===== src/rtl/alu_seq_ctrl_if.sv =====
// Bus bundle between the sequencer and its two neighbours: the
// instruction memory (request/valid fetch handshake) and the ALU
// (operands and opcode out, combinational result back).
interface alu_seq_ctrl_if #(
  parameter int WIDTH = 16,
  parameter int PC_W  = 8
);
  logic             imem_req;
  logic [PC_W-1:0]  imem_addr;
  logic [15:0]      imem_rdata;
  logic             imem_valid;
  logic [WIDTH-1:0] alu_a;
  logic [WIDTH-1:0] alu_b;
  logic [1:0]       alu_op;
  logic [WIDTH-1:0] alu_result;

  // Sequencer side: initiates fetches and ALU operations
  modport master (
    output imem_req, imem_addr, alu_a, alu_b, alu_op,
    input  imem_rdata, imem_valid, alu_result
  );

  // Memory/ALU side: answers fetches and computes results
  modport slave (
    input  imem_req, imem_addr, alu_a, alu_b, alu_op,
    output imem_rdata, imem_valid, alu_result
  );
endinterface


===== src/rtl/alu_seq_ctrl.sv =====
// Multi-cycle control sequencer: fetches 16-bit instructions, decodes
// them, drives the external ALU and writes results back into a 4-entry
// register file. One instruction is fully retired before the next
// fetch starts, so there are no register hazards to resolve.
module alu_seq_ctrl #(
  parameter int WIDTH = 16,
  parameter int PC_W  = 8,
  parameter int CNT_W = 16
) (
  input  logic              clk,
  input  logic              rst,
  input  logic              start,
  alu_seq_ctrl_if.master    bus,
  input  logic [1:0]        dbg_sel,
  output logic [WIDTH-1:0]  dbg_data,
  output logic              busy,
  output logic              halted,
  output logic [CNT_W-1:0]  retired_cnt
);

  typedef enum logic [2:0] {
    IDLE,
    FETCH,
    DECODE,
    EXEC,
    WB,
    HALT
  } state_t;

  localparam logic [1:0] CLS_ALU  = 2'b00;
  localparam logic [1:0] CLS_LI   = 2'b01;
  localparam logic [1:0] CLS_HALT = 2'b10;
  localparam logic [1:0] CLS_NOP  = 2'b11;

  state_t           state;
  state_t           next_state;
  logic [PC_W-1:0]  pc;
  logic [15:0]      instr;
  logic [WIDTH-1:0] result;
  logic [WIDTH-1:0] regs [4];
  logic [WIDTH-1:0] alu_a_q;
  logic [WIDTH-1:0] alu_b_q;
  logic [1:0]       alu_op_q;

  logic [1:0] cls;
  logic [1:0] op;
  logic [1:0] rd;
  logic [1:0] rs1;
  logic [1:0] rs2;
  logic [7:0] imm8;

  assign cls  = instr[15:14];
  assign op   = instr[13:12];
  assign rd   = instr[11:10];
  assign rs1  = instr[9:8];
  assign rs2  = instr[7:6];
  assign imm8 = instr[7:0];

  // Fetch request is decoded from state so it drops the moment reset hits
  assign bus.imem_req  = (state == FETCH);
  assign bus.imem_addr = pc;
  assign bus.alu_a     = alu_a_q;
  assign bus.alu_b     = alu_b_q;
  assign bus.alu_op    = alu_op_q;

  assign busy     = (state == FETCH) || (state == DECODE) ||
                    (state == EXEC)  || (state == WB);
  assign halted   = (state == HALT);
  assign dbg_data = regs[dbg_sel];

  // State register
  always_ff @(posedge clk or posedge rst) begin
    if (rst) begin
      state <= IDLE;
    end else begin
      state <= next_state;
    end
  end

  // Next-state decode; HALT is only left through reset
  always_comb begin
    next_state = state;
    case (state)
      IDLE:   if (start) next_state = FETCH;
      FETCH:  if (bus.imem_valid) next_state = DECODE;
      DECODE: begin
        case (cls)
          CLS_ALU:  next_state = EXEC;
          CLS_LI:   next_state = WB;
          CLS_HALT: next_state = HALT;
          CLS_NOP:  next_state = WB;
          default:  next_state = WB;
        endcase
      end
      EXEC:    next_state = WB;
      WB:      next_state = FETCH;
      HALT:    next_state = HALT;
      default: next_state = IDLE;
    endcase
  end

  // Datapath: instruction latch, operand launch, result capture, write-back
  always_ff @(posedge clk or posedge rst) begin
    if (rst) begin
      pc          <= '0;
      instr       <= '0;
      result      <= '0;
      retired_cnt <= '0;
      alu_a_q     <= '0;
      alu_b_q     <= '0;
      alu_op_q    <= '0;
      for (int i = 0; i < 4; i++) begin
        regs[i] <= '0;
      end
    end else begin
      case (state)
        FETCH: begin
          if (bus.imem_valid) begin
            instr <= bus.imem_rdata;
          end
        end
        DECODE: begin
          if (cls == CLS_ALU) begin
            alu_a_q  <= regs[rs1];
            alu_b_q  <= regs[rs2];
            alu_op_q <= op;
          end
        end
        EXEC: begin
          result <= bus.alu_result;
        end
        WB: begin
          if (cls == CLS_ALU) begin
            regs[rd] <= result;
          end else if (cls == CLS_LI) begin
            regs[rd] <= WIDTH'(imm8);
          end
          pc <= pc + PC_W'(1);
          if (retired_cnt != {CNT_W{1'b1}}) begin
            retired_cnt <= retired_cnt + CNT_W'(1);
          end
        end
        default: begin
        end
      endcase
    end
  end

endmodule

===== src/flat_wrapper.sv =====
// flat-port wrapper written by rule: the top's interface ports become plain ports
module alu_seq_ctrl_flat 
#(
  parameter int WIDTH = 16,
  parameter int PC_W  = 8,
  parameter int CNT_W = 16
)
  (clk, rst, start, dbg_sel, dbg_data, busy, halted, retired_cnt, bus_imem_req, bus_imem_addr, bus_alu_a, bus_alu_b, bus_alu_op, bus_imem_rdata, bus_imem_valid, bus_alu_result);
  alu_seq_ctrl_if #(.WIDTH(WIDTH), .PC_W(PC_W)) bus_i ();
  input  logic clk;
  input  logic rst;
  input  logic start;
  input  logic [1:0] dbg_sel;
  output logic [WIDTH-1:0] dbg_data;
  output logic busy;
  output logic halted;
  output logic [CNT_W-1:0] retired_cnt;
  output wire logic [$bits(bus_i.imem_req)-1:0] bus_imem_req;
  output wire logic [$bits(bus_i.imem_addr)-1:0] bus_imem_addr;
  output wire logic [$bits(bus_i.alu_a)-1:0] bus_alu_a;
  output wire logic [$bits(bus_i.alu_b)-1:0] bus_alu_b;
  output wire logic [$bits(bus_i.alu_op)-1:0] bus_alu_op;
  input wire logic [$bits(bus_i.imem_rdata)-1:0] bus_imem_rdata;
  input wire logic [$bits(bus_i.imem_valid)-1:0] bus_imem_valid;
  input wire logic [$bits(bus_i.alu_result)-1:0] bus_alu_result;
  assign bus_imem_req = bus_i.imem_req;
  assign bus_imem_addr = bus_i.imem_addr;
  assign bus_alu_a = bus_i.alu_a;
  assign bus_alu_b = bus_i.alu_b;
  assign bus_alu_op = bus_i.alu_op;
  assign bus_i.imem_rdata = bus_imem_rdata;
  assign bus_i.imem_valid = bus_imem_valid;
  assign bus_i.alu_result = bus_alu_result;
  alu_seq_ctrl #(.WIDTH(WIDTH), .PC_W(PC_W), .CNT_W(CNT_W)) u_core (.clk(clk), .rst(rst), .start(start), .bus(bus_i), .dbg_sel(dbg_sel), .dbg_data(dbg_data), .busy(busy), .halted(halted), .retired_cnt(retired_cnt));
endmodule

===== config.mk =====
export PLATFORM = sky130hd
export DESIGN_NAME = alu_seq_ctrl_flat
export DESIGN_NICKNAME = d
export VERILOG_FILES = /design/src/rtl/alu_seq_ctrl_if.sv /design/src/rtl/alu_seq_ctrl.sv /design/src/flat_wrapper.sv
export SDC_FILE = /design/constraint.sdc
export NUM_CORES = 1
export LEC_CHECK = 0
export ABC_AREA = 0
export CAP_MARGIN = 20
export CORE_MARGIN = 2
export CORE_UTILIZATION = 51
export CTS_BUF_LIST = sky130_fd_sc_hd__clkbuf_4
export DETAILED_ROUTE_END_ITERATION = 10
export GPL_ROUTABILITY_DRIVEN = 1
export PLACE_DENSITY_LB_ADDON = 0.2
export SETUP_SLACK_MARGIN = 0.3
export SLEW_MARGIN = 20
export SYNTH_ARGS = -nofsm -noshare
export SYNTH_HDL_FRONTEND = slang
export SYNTH_SLANG_ARGS = --single-unit

===== constraint.sdc =====
create_clock -name clk -period 5.7 [get_ports clk]
set_clock_uncertainty 0.05 [all_clocks]
set_input_delay 0.855 -clock clk [delete_from_list [all_inputs] [get_ports clk]]
set_output_delay 0.855 -clock clk [all_outputs]
set_load 0.1 [all_outputs]

# Word-level counts from Yosys, hierarchy flattened
# Index checks and enable logic that the tools add are counted.
# W data, S select, Z words.
classes:
  add_sub_neg: 2
  multipliers: 0
  div_mod_pow: 0
  n_lt_le_gt_ge: 5
  n_eq_ne: 11
  shift: 0
  mux: 19
  bitwise_logic: 4
  reduce_logical: 13
op_table:
  columns: ["operator", "count"]
  rows:
  - ["$bwmux W64", 2]
  - ["$mux W64", 2]
  - ["$mux W16", 7]
  - ["$bmux W16 S2", 3]
  - ["$demux W16 S2", 1]
  - ["$pmux W3 S6", 1]
  - ["$add A16 B1 Y16 const B", 1]
  - ["$ne A16 B16 Y1 const B", 1]
  - ["$ge A3 B3 Y1 const B", 4]
  - ["$not A2 Y3", 4]
  - ["$reduce_and A2 Y1", 5]
  - ["$pmux W3 S3", 1]
  - ["$add A8 B1 Y8 const B", 1]
  - ["$eq A3 B2 Y1 const B", 2]
  - ["$eq A3 B3 Y1 const B", 2]
  - ["$mux W3", 2]
  - ["$eq A2 B2 Y1 const B", 2]
  - ["$eq A3 B1 Y1 const B", 1]
  - ["$logic_not A3 Y1", 1]
  - ["$logic_or A1 B1 Y1", 3]
  - ["$lt A3 B1 Y1 const B", 1]
  - ["$eq A2 B1 Y1 const B", 1]
  - ["$logic_not A2 Y1", 1]
  - ["$ne A2 B1 Y1 const B", 1]
  - ["other kinds (4)", 4]
totals:
  register_bits: 157
  latchBits: 0
  mem_bits_rw: 0
  rom_bits: 0
  inputBits: 38
  out_inout_bits: 77
  elab_cells: 66
  mem_count: 0

# Depth between registers and ports, before layout
# Gate-level depths: netlist of run 1.
logic_depth:
  ltp_word: 8
  ltp_mapped: 8
  ltp_nobuf: 5

# Least setup slack after synthesis of run 1
# No wires, ideal clock.
synth_timing:
  path_type: "register to register"
  from: "register u_core.state[1]"
  to: "register u_core.instr[0]"
  setup_time_ps: 125
  arrival_ps: 3897
  required_time_ps: 5525
  slack_ps: 1628
  path_stages_with_launch: 7
  n_path_buf: 3
  period_less_slack_ps: 4072
  cell_sequence: "dfrtp_1 buf_4 nor3b_1 and2_1 clkbuf_1 buf_2 mux2_2"
synth_via:
  elab_chain_cells: 2
synth_lines:
  columns: ["element", "line", "rtl"]
  rows:
  - ["start, declared", "alu_seq_ctrl.sv:35", "state_t state;"]
  - ["start signal, assigned", "alu_seq_ctrl.sv:76", "state <= next_state;"]
  - ["$eq A3 B1 Y1", null, null]
  - ["via bus_imem_req", "flat_wrapper.sv:18", "output wire logic [$bits(bus_i.imem_req)-1:0] bus_imem_req;"]
  - ["$reduce_and A2 Y1 (no line)", null, null]
  - ["end signal, assigned", "alu_seq_ctrl.sv:119", "instr <= bus.imem_rdata;"]
  - ["end, declared", "alu_seq_ctrl.sv:38", "logic [15:0] instr;"]
# The timed path passes the listed nets, and every way through them passes these cells.
# A chain may end at the register's enable or synchronous reset.

# Worst setup path after layout of run 1
layout_timing:
  from: "input dbg_sel[1]"
  to: "output dbg_data[13]"
layout_via:
  elab_chain_cells: 4
layout_lines:
  columns: ["element", "line", "rtl"]
  rows:
  - ["start, declared", "flat_wrapper.sv:13", "input logic [1:0] dbg_sel;"]
  - ["$not A2 Y3 (implied by the code)", "alu_seq_ctrl.sv:69", "assign dbg_data = regs[dbg_sel];"]
  - ["$bmux W16 S2", "alu_seq_ctrl.sv:69", null]
  - ["$mux W16 (implied by the code) (2 in a row)", "alu_seq_ctrl.sv:69", null]
  - ["end, declared", "flat_wrapper.sv:14", "output logic [WIDTH-1:0] dbg_data;"]
# Every way passes these cells. The select of a mux whose other input is x is not followed.

==> metrics.md, run 1 <==
| Metric | Value |
|---|---|
| Status | complete, no violations |
| Clk_lat worst skew | 0.53 ns |
| Mapped Cells | roughly 560 |
| Slew HR | 33.8% |
| Reg2reg setup slack | 3.14 ns |
| Total nets after synthesis | 596 |
| Num rows | 44 |
| Commonest non-fill, non-tap cells in the layout | 156 x dfrtp_1, 114 x clkdlybuf4s50_1, 85 x nand2_1 |
| Synth async-reset ratio | 100% |
| Delay-heaviest family, CP | buffers and inverters |
| Arrival time at the worst endpoint | 3.43 ns |
| CP cell instances | clkdlybuf4s50_1 -> mux4_2 -> clkdlybuf4s50_1 |
| CTS resizes | 0 |
| Max-Cap Viols | 0 |
| Yosys warning count | 0 |
| Finish-stage setup viols | 0 |
| PortBufs | roughly 110 |
| Crit Path Class | input pin to output port |
| GRT overflow | 0 |
| Clock root cell | clkbuf_4 |
| Deepest clock path buffer count | 2 |
| GPL Wtd Cong | 0.839 |
| Most frequent CP cell | clkdlybuf4s50_1 |
| DP Area | 8600 sq um |
| Initial antenna violation count | 0 |
| Detailed-route DRC error count | 0 |
| Initial core utilization | 51.5% |
| HPWL after DPL | 10.7 mm |
| Core area | ~14000 sq um |
| Layout cells sized above 1 | between 20% and 30% |
| Slowest cell on the critical path | clkdlybuf4s50_1 |
| Fin nets | 697 |
| Setup_tns | 0 ns |
| Slew Limit Fails | 0 |
| Worst min path class | flop to flop |
| Global-route wire length before repair | 26.5 mm |
| Clock-pin slew on the worst setup and hold paths | 0.11 ns |
| R2R depth | 4 |
| Area grow syn2layout | 19.4% |
| Fin Hold WS | 0.441 ns |
| Worst-Margin Slew | 0.990 ns |
| Sequential fraction of the synthesis area | between 50% and 60% |
| Number of DRC markers in iteration 0 | 248 |
| Crit. End Element | output port |
| Postcts setup bufs | 0 |
| Final hold viol count | 0 |
| Levels on crit path | 3 |
| Post-Synthesis Mean Instance Area | ~13 sq um |
| Largest net degree at the start of global routing | 117 |
| Main synth FF type | dfrtp_1 |
| Worst setup margin | about 1.4 ns |
| Max stage delay on crit path | 1.13 ns |
| End of the critical path | dbg_data[13] |
| Drt via density | 5.65 |
| DP Worst Slack | 1.38 ns |
| Die height | 124 um |
| Final Routed Wirelength | 15.7 mm |
| Number of synthesized register bits | 157 |
| Buf/Inv on CP | 2 |
| I/O pin count | about 120 |
| Synth unique cells | 40 |
| Commonest non-fill, non-tap cell in the layout | dfrtp_1 |
| Routed len/inst | between 15 and 20 um |
| Vias in the first global route | 5079 |
| Tmin final | 4.33 ns |
| Post-synth EDFFs | 0 |
| Final worst path period share | between 70% and 80% |
| CTS buffer count | 17 |
| FF-to-FF End | u_core.regs[49]$_DFFE_PP0P_ |
| F_max | around 230 MHz |
| Hold Buf Count CTS | 0 |
| Final ANT Viol Nets | 0 |
| Worst flop-to-flop path startpoint | u_core.state[0]$_DFFE_PP0P_ |
| Detailed Routing Iterations Pass 1 | 4 |
| DIE AREA | 15500 sq um |
| RSZ-0062 raised after global routing | no |
| Clock sink total | 157 |
| Critical path launch point | dbg_sel[1] |
| Cell Area, Synth | 7400 sq um |
| Data required, critical path | 4.80 ns |
| Via total after detailed routing | about 4800 |
| Chip Width | 124 um |
| Final instance area | between 8000 and 9000 sq um |
| Ant. Diodes | 0 |
| Worst-path fanout max | 16 |
| CTS tree | yes |
| Global Route Usage Sum | about 22% |
| H-tree Lvls | 4 |
| Crit start category | input pin |
worst min path at each step:
stage	start	end	slack, ns	cells after the start
floorplan	u_core.instr[13]$_DFFE_PP0P_	u_core.bus.alu_op[1]$_DFFE_PP0P_	0.41	1
global placement	u_core.bus.imem_addr[7]$_DFFE_PP0N_	u_core.bus.imem_addr[7]$_DFFE_PP0N_	0.41	1
detailed placement	u_core.bus.imem_addr[7]$_DFFE_PP0N_	u_core.bus.imem_addr[7]$_DFFE_PP0N_	0.42	1
CTS	u_core.bus.imem_addr[7]$_DFFE_PP0N_	u_core.bus.imem_addr[7]$_DFFE_PP0N_	0.44	1
global route	u_core.bus.imem_addr[7]$_DFFE_PP0N_	u_core.bus.imem_addr[7]$_DFFE_PP0N_	0.46	1
finish	u_core.bus.imem_addr[7]$_DFFE_PP0N_	u_core.bus.imem_addr[7]$_DFFE_PP0N_	0.44	1
worst register-to-register path: stages (launching register included):
cell and delay [ns]:
dfrtp_1 0.53, or3b_1 0.61, or4_2 0.97, nand2_1 0.19
o21ai_0 0.09
cell usage after synthesis (3+ instances only):
| master | number | area, sq um |
|---|---|---|
| dfrtp_1 | 157 | 3930 |
| o21ai_0 | 29 | 145 |
| xnor2_1 | 7 | 61.3 |
| nand3_1 | 4 | 20.0 |
| nand4_1 | 6 | 37.5 |
| mux2_2 | 67 | 754 |
| o21ai_2 | 14 | 123 |
| xor2_1 | 14 | 123 |
| mux2i_1 | 8 | 80.1 |
| nand2_1 | 85 | 319 |
| inv_1 | 4 | 15.0 |
| nor3_1 | 8 | 40.0 |
| mux4_2 | 48 | 1080 |
| buf_2 | 15 | 75.1 |
| and3_1 | 3 | 18.8 |
| nor2_1 | 8 | 30.0 |
| nor4_1 | 3 | 18.8 |
| nor3b_1 | 4 | 30.0 |
| o21ai_1 | 24 | 120 |
| clkbuf_1 | 13 | 48.8 |
| buf_6 | 10 | 113 |
kinds of logic after synthesis:
family,after synthesis,synth area share (%)
XOR/XNOR,21,2.49
AO/OA/AOI/OAI,73,5.75
multiplexers,124,26.1
flip-flops,157,53.1
adder cells (fa/ha/maj),2,0.338
AND/OR/NAND/NOR,135,8.70
buffers and inverters,44,3.55
layer usage:
metal / vias to the layer above / part of all wire (%) / global-route usage [%]
li1: 2222 / - / -
met1: 2456 / 44 / 29.6
met2: 121 / 49 / 34.8
met3: 22 / 5.1 / 5.41
met4: 0 / 1.6 / 6.74
met5: - / 0 / 0
state kept, by name, indices dropped and copies added, names as in the netlist:
name / flops
u_core.regs: 64
u_core.bus.alu_a: 16
u_core.bus.alu_b: 16
u_core.instr: 16
u_core.result: 16
u_core.retired_cnt: 16
u_core.bus.imem_addr: 8
u_core.state: 3
u_core.bus.alu_op: 2
final cells by class:
type                            instances  area [sq um]
Timing Repair Buffer                  122          1200
Fill cell                            1139          5540
Clock inverter                         12          78.8
Multi-Input combinational cell        355          3220
Clock buffer                           20           150
Inverter                                4          22.5
Tap cell                              184           230
Sequential cell                       157          3930
stage by stage:
| step | util (%) | instances |
|---|---|---|
| final | 61.5 | 854 |
| after global routing | 61.5 | 854 |
| after CTS | 61.4 | 854 |
| after detailed placement | 59.8 | 822 |
| after global placement | 59.8 | 821 |
| after floorplan | - | 556 |
Power of run 1 is not shown: default switching activity piles up to over one toggle a cycle in this logic, so the estimate is an artifact.
==> inputs of run 2 (changes only) <==
==> constraint.sdc (replaced) <==
create_clock -name clk -period 4.3 [get_ports clk]
set_clock_uncertainty 0.05 [all_clocks]
set_input_delay 0.645 -clock clk [delete_from_list [all_inputs] [get_ports clk]]
set_output_delay 0.645 -clock clk [all_outputs]
set_load 0.1 [all_outputs]
==> run 2 against run 1 <==
Against the previous run: core utilization grew 0.58 points; final cell count grew 0.35%; worst setup slack lost 0.40 ns; flip-flop and latch count is the same; via count grew 1.3%; critical path depth shrank 1; non-clock buffer count grew 2; count of clock-buffer cells in the layout shrank 3; die area is the same.
==> metrics.md, run 2 (same netlist as run 1, synthesis figures left out) <==
| Metric | Value |
|---|---|
| Clock-pin slew on the worst setup and hold paths | 0.13 ns (+0.02 ns) |
| Num rows | 44 (unchanged) |
| Hold Buf Count CTS | 0 (unchanged) |
| Fin nets | 699 (+0.29%) |
| GRT overflow | 0 (unchanged) |
| Largest net degree at the start of global routing | 68 (-42%) |
| CTS buffer count | 17 (unchanged) |
| CP cell instances | nor3b_2 -> clkdlybuf4s50_1 |
| Clk_lat worst skew | 0.55 ns (+0.02 ns) |
| Reg with most FFs | u_core.regs |
| Commonest non-fill, non-tap cells in the layout | 155 x dfrtp_1, 98 x clkdlybuf4s50_1, 85 x nand2_1 |
| HPWL after DPL | 11.1 mm (+2.9%) |
| Status | complete, no violations |
| Via total after detailed routing | 4885 (+1.3%) |
| Layout cells sized above 1 | 28.6% (+3.0 points) |
| Detailed Routing Iterations Pass 1 | 4 (unchanged) |
| Tmin final | 3.33 ns |
| Die height | 124 um (unchanged) |
| Final hold viol count | 0 (unchanged) |
| Worst min path class | flop to flop |
| Area grow syn2layout | 20.5% |
| Worst-path fanout max | 12 (-4) |
| H-tree Lvls | 4 (unchanged) |
| CTS tree | yes |
| Crit. End Element | output port |
| Drt via density | 5.70 (+0.97%) |
| Data required, critical path | 3.61 ns (-1.19 ns) |
| Clock root cell | clkbuf_4 |
| Global Route Usage Sum | 22.3% (+0.56 points) |
| Routed len/inst | 18.9 um (+2.6%) |
| RSZ-0062 raised after global routing | no |
| Slowest cell on the critical path | clkdlybuf4s50_1 |
| F_max | 301 MHz |
| Arrival time at the worst endpoint | 2.63 ns (-0.80 ns) |
| Reg2reg setup slack | 1.59 ns (-1.55 ns) |
| Vias in the first global route | 5158 (+1.6%) |
| Detailed-route DRC error count | 0 (unchanged) |
| Finish-stage setup viols | 0 (unchanged) |
| Commonest non-fill, non-tap cell in the layout | dfrtp_1 |
| Max stage delay on crit path | 1.18 ns (+0.05 ns) |
| Final worst path period share | 77.4% |
| M3 GR Usage | 6.87% (+1.5 points) |
| DIE AREA | 15500 sq um (unchanged) |
| CTS resizes | 0 (unchanged) |
| Largest register FFs | 64 (unchanged) |
| Setup_tns | 0 ns (unchanged) |
| PortBufs | 114 (unchanged) |
| Chip Width | 124 um (unchanged) |
| Initial antenna violation count | 1 (+1) |
| Final ANT Viol Nets | 0 (unchanged) |
| Slew HR | 28.2% (-5.6 points) |
| Final Routed Wirelength | 16.2 mm (+2.9%) |
| Clock sink total | 157 (unchanged) |
| GR peak layer | met2 |
| Crit Path Class | flop to output port |
| GR Util met1 | 29.1% (-0.46 points) |
| Met2 GRT Util | 35.9% (+1.1 points) |
| Global-route wire length before repair | 27.2 mm (+2.4%) |
| GPL Wtd Cong | 0.810 (-3.5%) |
| Max-Cap Viols | 0 (unchanged) |
| Postcts setup bufs | 0 (unchanged) |
| Initial core utilization | 51.5% (unchanged) |
| Crit start category | flop |
| Core area | 14400 sq um (unchanged) |
| Deepest clock path buffer count | 2 (unchanged) |
| Number of DRC markers in iteration 0 | 284 (+15%) |
| I/O pin count | 115 (unchanged) |
| Worst-Margin Slew | 1.08 ns (+0.0868 ns) |
| Slew Limit Fails | 0 (unchanged) |
[run 2: cell count changes in the layout (fill, tap and decap cells not counted), sizes merged, moves of 2 or more]
| cell | previous run | this run |
|---|---|---|
| buf | 8 | 26 |
| clkdlybuf4s50 | 114 | 98 |
| bufinv | 1 | 4 |
| clkbuf | 20 | 17 |
| clkinvlp | 0 | 2 |
[run 2: area by class of cell]
cell class	instances	area [sq um]
Fill cell	1158	5460
Sequential cell	157	3930
Multi-Input combinational cell	355	3220
Timing Repair Buffer	124	1200
Tap cell	184	230
Clock inverter	15	178
Clock buffer	17	128
Inverter	4	18.8
Antenna cell	1	2.50
[run 2: path summary, 6_finish.rpt]
| path | from | end | cells past startpoint |
|---|---|---|---|
| max in group asynchronous | rst | u_core.instr[6]$_DFFE_PP0P_ | 3 |
| setup reg to reg | u_core.state[0]$_DFFE_PP0P_ | u_core.regs[52]$_DFFE_PP0P_ | 4 |
| hold / removal | u_core.bus.imem_addr[7]$_DFFE_PP0N_ | u_core.bus.imem_addr[7]$_DFFE_PP0N_ | 1 |
| setup / recovery | u_core.state[0]$_DFFE_PP0P_ | bus_imem_req | 2 |
| hold reg to reg | u_core.bus.imem_addr[7]$_DFFE_PP0N_ | u_core.bus.imem_addr[7]$_DFFE_PP0N_ | 1 |
| min in group asynchronous | rst | u_core.result[9]$_DFFE_PP0P_ | 2 |
[run 2: metal layers]
layer / part of all wire (%) / vias to the layer above
met5: 0 / -
met4: 1.2 / 0
met3: 6.5 / 17
met2: 50 / 141
met1: 43 / 2491
li1: - / 2236
[run 2: through the flow]
stage                     setup WS [ns]  cell area (sq um)  std cells  hold WS (ns)  utilization [%]
after floorplan                    1.29               7400        556         0.410                -
after global placement             1.27               8590        823         0.411             59.8
after detailed placement           1.24               8590        823         0.414             59.8
after CTS                         0.924               8900        855         0.445             61.9
after global routing              0.842               8910        857         0.468             62.0
final                             0.974               8910        857         0.441             62.0
[run 2: critical path, delay by kind of cell, from the launching register on]
kind / cells / cell delay (ns)
buffers and inverters: 1 / 1.18
flip-flops: 1 / 0.60
AND/OR/NAND/NOR: 1 / 0.30
Power of run 2 is left out for the same reason.
==> inputs of run 3 (changes only) <==
==> constraint.sdc (replaced) <==
create_clock -name clk -period 3.35 [get_ports clk]
set_clock_uncertainty 0.05 [all_clocks]
set_input_delay 0.5025 -clock clk [delete_from_list [all_inputs] [get_ports clk]]
set_output_delay 0.5025 -clock clk [all_outputs]
set_load 0.1 [all_outputs]
==> run 3 against run 2 <==
Against the previous run: worst hold slack lost 0.0027 ns; first-iteration DRC count grew 1.4%; critical endpoint is now bus_imem_addr[4]; final cell count grew 0.58%; critical path depth shrank 1; core utilization grew 1.5 points; count of clock-buffer cells in the layout grew 3; sequential share of layout area shrank 1.1 points; global-route usage shrank 0.35 points; routed wire length shrank 1.4%; worst setup slack lost 0.33 ns; non-clock buffer count grew 5; critical path type unchanged.
==> metrics.md, run 3 (same netlist as run 1, synthesis figures left out) <==
| Metric | Value |
|---|---|
| End of the critical path | bus_imem_addr[4] |
| Reg2reg setup slack | 1.06 ns (-0.53 ns) |
| Num rows | 44 (unchanged) |
| RSZ-0062 raised after global routing | no |
| Commonest non-fill, non-tap cell in the layout | dfrtp_1 |
| Fin nets | 704 (+0.72%) |
| Finish-stage setup viols | 0 (unchanged) |
| CTS buffer count | 17 (unchanged) |
| Area grow syn2layout | 23.5% |
| Chip Width | 124 um (unchanged) |
| CP cell instances | clkdlybuf4s50_1 |
| DIE AREA | 15500 sq um (unchanged) |
| I/O pin count | 115 (unchanged) |
| Worst-Margin Slew | 0.980 ns (-0.0961 ns) |
| Final Routed Wirelength | 15.9 mm (-1.4%) |
| Max-Cap Viols | 0 (unchanged) |
| Clock sink total | 157 (unchanged) |
| Initial antenna violation count | 1 (unchanged) |
| Detailed Routing Iterations Pass 1 | 4 (unchanged) |
| Clock root cell | clkbuf_4 |
| Drt via density | 5.64 (-1.0%) |
| Core area | 14400 sq um (unchanged) |
| Slowest cell on the critical path | clkdlybuf4s50_1 |
| Slew Limit Fails | 0 (unchanged) |
| Largest register FFs | 64 (unchanged) |
| Delay-heaviest family, CP | buffers and inverters |
| H-tree Lvls | 4 (unchanged) |
| Final hold viol count | 0 (unchanged) |
| Routed len/inst | 18.5 um (-1.9%) |
| Deepest clock path buffer count | 2 (unchanged) |
| Arrival time at the worst endpoint | 2.16 ns (-0.47 ns) |
| Fill count | 1128 (-2.6%) |
| Layout cells sized above 1 | 31.3% (+2.7 points) |
| Detailed-route DRC error count | 0 (unchanged) |
| Via total after detailed routing | 4862 (-0.47%) |
| Final ANT Viol Nets | 0 (unchanged) |
| Status | complete, no violations |
| GRT overflow | 0 (unchanged) |
| Clk_lat worst skew | 0.55 ns (about the same) |
| PortBufs | 114 (unchanged) |
| Worst-path fanout max | 4 (-8) |
| Vias in the first global route | 5129 (-0.56%) |
| Crit start category | flop |
| Global-route wire length before repair | 26.6 mm (-2.1%) |
| Final worst path period share | 80.9% |
| Setup_tns | 0 ns (unchanged) |
| Crit Path Class | flop to output port |
| Data required, critical path | 2.80 ns (-0.81 ns) |
| GPL Wtd Cong | 0.769 (-5.1%) |
| Worst min path class | flop to flop |
| Largest net degree at the start of global routing | 53 (-22%) |
| Commonest non-fill, non-tap cells in the layout | 157 x dfrtp_1, 85 x nand2_1, 82 x clkdlybuf4s50_1 |
| R2R depth | 5 (+1) |
| Number of DRC markers in iteration 0 | 288 (+1.4%) |
| FF-to-FF End | u_core.regs[23]$_DFFE_PP0P_ |
| CTS resizes | 0 (unchanged) |
| CTS tree | yes |
| HPWL after DPL | 11.1 mm (+0.18%) |
| Worst flop-to-flop path startpoint | u_core.state[0]$_DFFE_PP0P_ |
| Levels on crit path | 1 (-1) |
| Global Route Usage Sum | 21.9% (-0.35 points) |
| Postcts setup bufs | 0 (unchanged) |
| Critical path launch point | u_core.bus.imem_addr[4]$_DFFE_PP0N_ |
| Crit. End Element | output port |
| Tmin final | 2.71 ns |
| Hold Buf Count CTS | 0 (unchanged) |
| Clock-pin slew on the worst setup and hold paths | 0.12 ns (about the same) |
| Initial core utilization | 51.5% (unchanged) |
| Slew HR | 34.4% (+6.2 points) |
| F_max | 369 MHz |
| Die height | 124 um (unchanged) |
| Max stage delay on crit path | 1.17 ns (about the same) |
| Buf/Inv on CP | 1 (unchanged) |
| Reg with most FFs | u_core.regs |
[run 3: changes by cell type in the layout (fill, tap and decap cells not counted), sizes merged]
cell	change
clkbuf	+3
clkinvlp	+2
clkinv	-6
buf	+21
inv	+1
clkdlybuf4s50	-16
[run 3: layout make-up]
| type | instances | area [sq um] | area share [%] |
|---|---|---|---|
| Timing Repair Buffer | 129 | 1410 | 15.5 |
| Clock inverter | 12 | 169 | 1.85 |
| Sequential cell | 157 | 3930 | 43.0 |
| Multi-Input combinational cell | 355 | 3220 | 35.3 |
| Antenna cell | 1 | 2.50 | 0.0274 |
| Clock buffer | 20 | 150 | 1.64 |
| Inverter | 4 | 18.8 | 0.206 |
| Tap cell | 184 | 230 | 2.52 |
[run 3: per-stage QoR]
stage / cell area, sq um / std cells / setup WS, ns / utilization, % / hold slack [ns]
floorplan: 7400 / 556 / 0.341 / - / 0.410
global placement: 8810 / 829 / 0.720 / 61.3 / 0.409
detailed placement: 8810 / 829 / 0.701 / 61.3 / 0.416
CTS: 9130 / 861 / 0.561 / 63.5 / 0.422
global route: 9130 / 862 / 0.536 / 63.5 / 0.454
finish: 9130 / 862 / 0.640 / 63.5 / 0.438
[run 3: per-layer routing]
metal / GRT usage, % / routed length (um) / share of wire (%) / vias to the layer above
met1: 28.6 / 6570 / 41 / 2457
met3: 5.28 / 1090 / 6.8 / 19
met4: 7.73 / 258 / 1.6 / 0
met5: 0 / 0 / 0 / -
met2: 36.1 / 8020 / 50 / 144
li1: - / - / - / 2242
[run 3: how the worst min path moves through the flow]
stage,cells after the start,slack (ns),end,startpoint
floorplan,1,0.41,u_core.bus.alu_op[1]$_DFFE_PP0P_,u_core.instr[13]$_DFFE_PP0P_
global placement,1,0.41,u_core.bus.imem_addr[7]$_DFFE_PP0N_,u_core.bus.imem_addr[7]$_DFFE_PP0N_
detailed placement,1,0.42,u_core.bus.imem_addr[7]$_DFFE_PP0N_,u_core.bus.imem_addr[7]$_DFFE_PP0N_
CTS,2,0.42,u_core.bus.alu_b[1]$_DFFE_PP0P_,rst
global route,2,0.45,u_core.instr[0]$_DFFE_PP0P_,bus_imem_rdata[0]
finish,1,0.44,u_core.bus.imem_addr[7]$_DFFE_PP0N_,u_core.bus.imem_addr[7]$_DFFE_PP0N_
Power of run 3 is left out for the same reason.
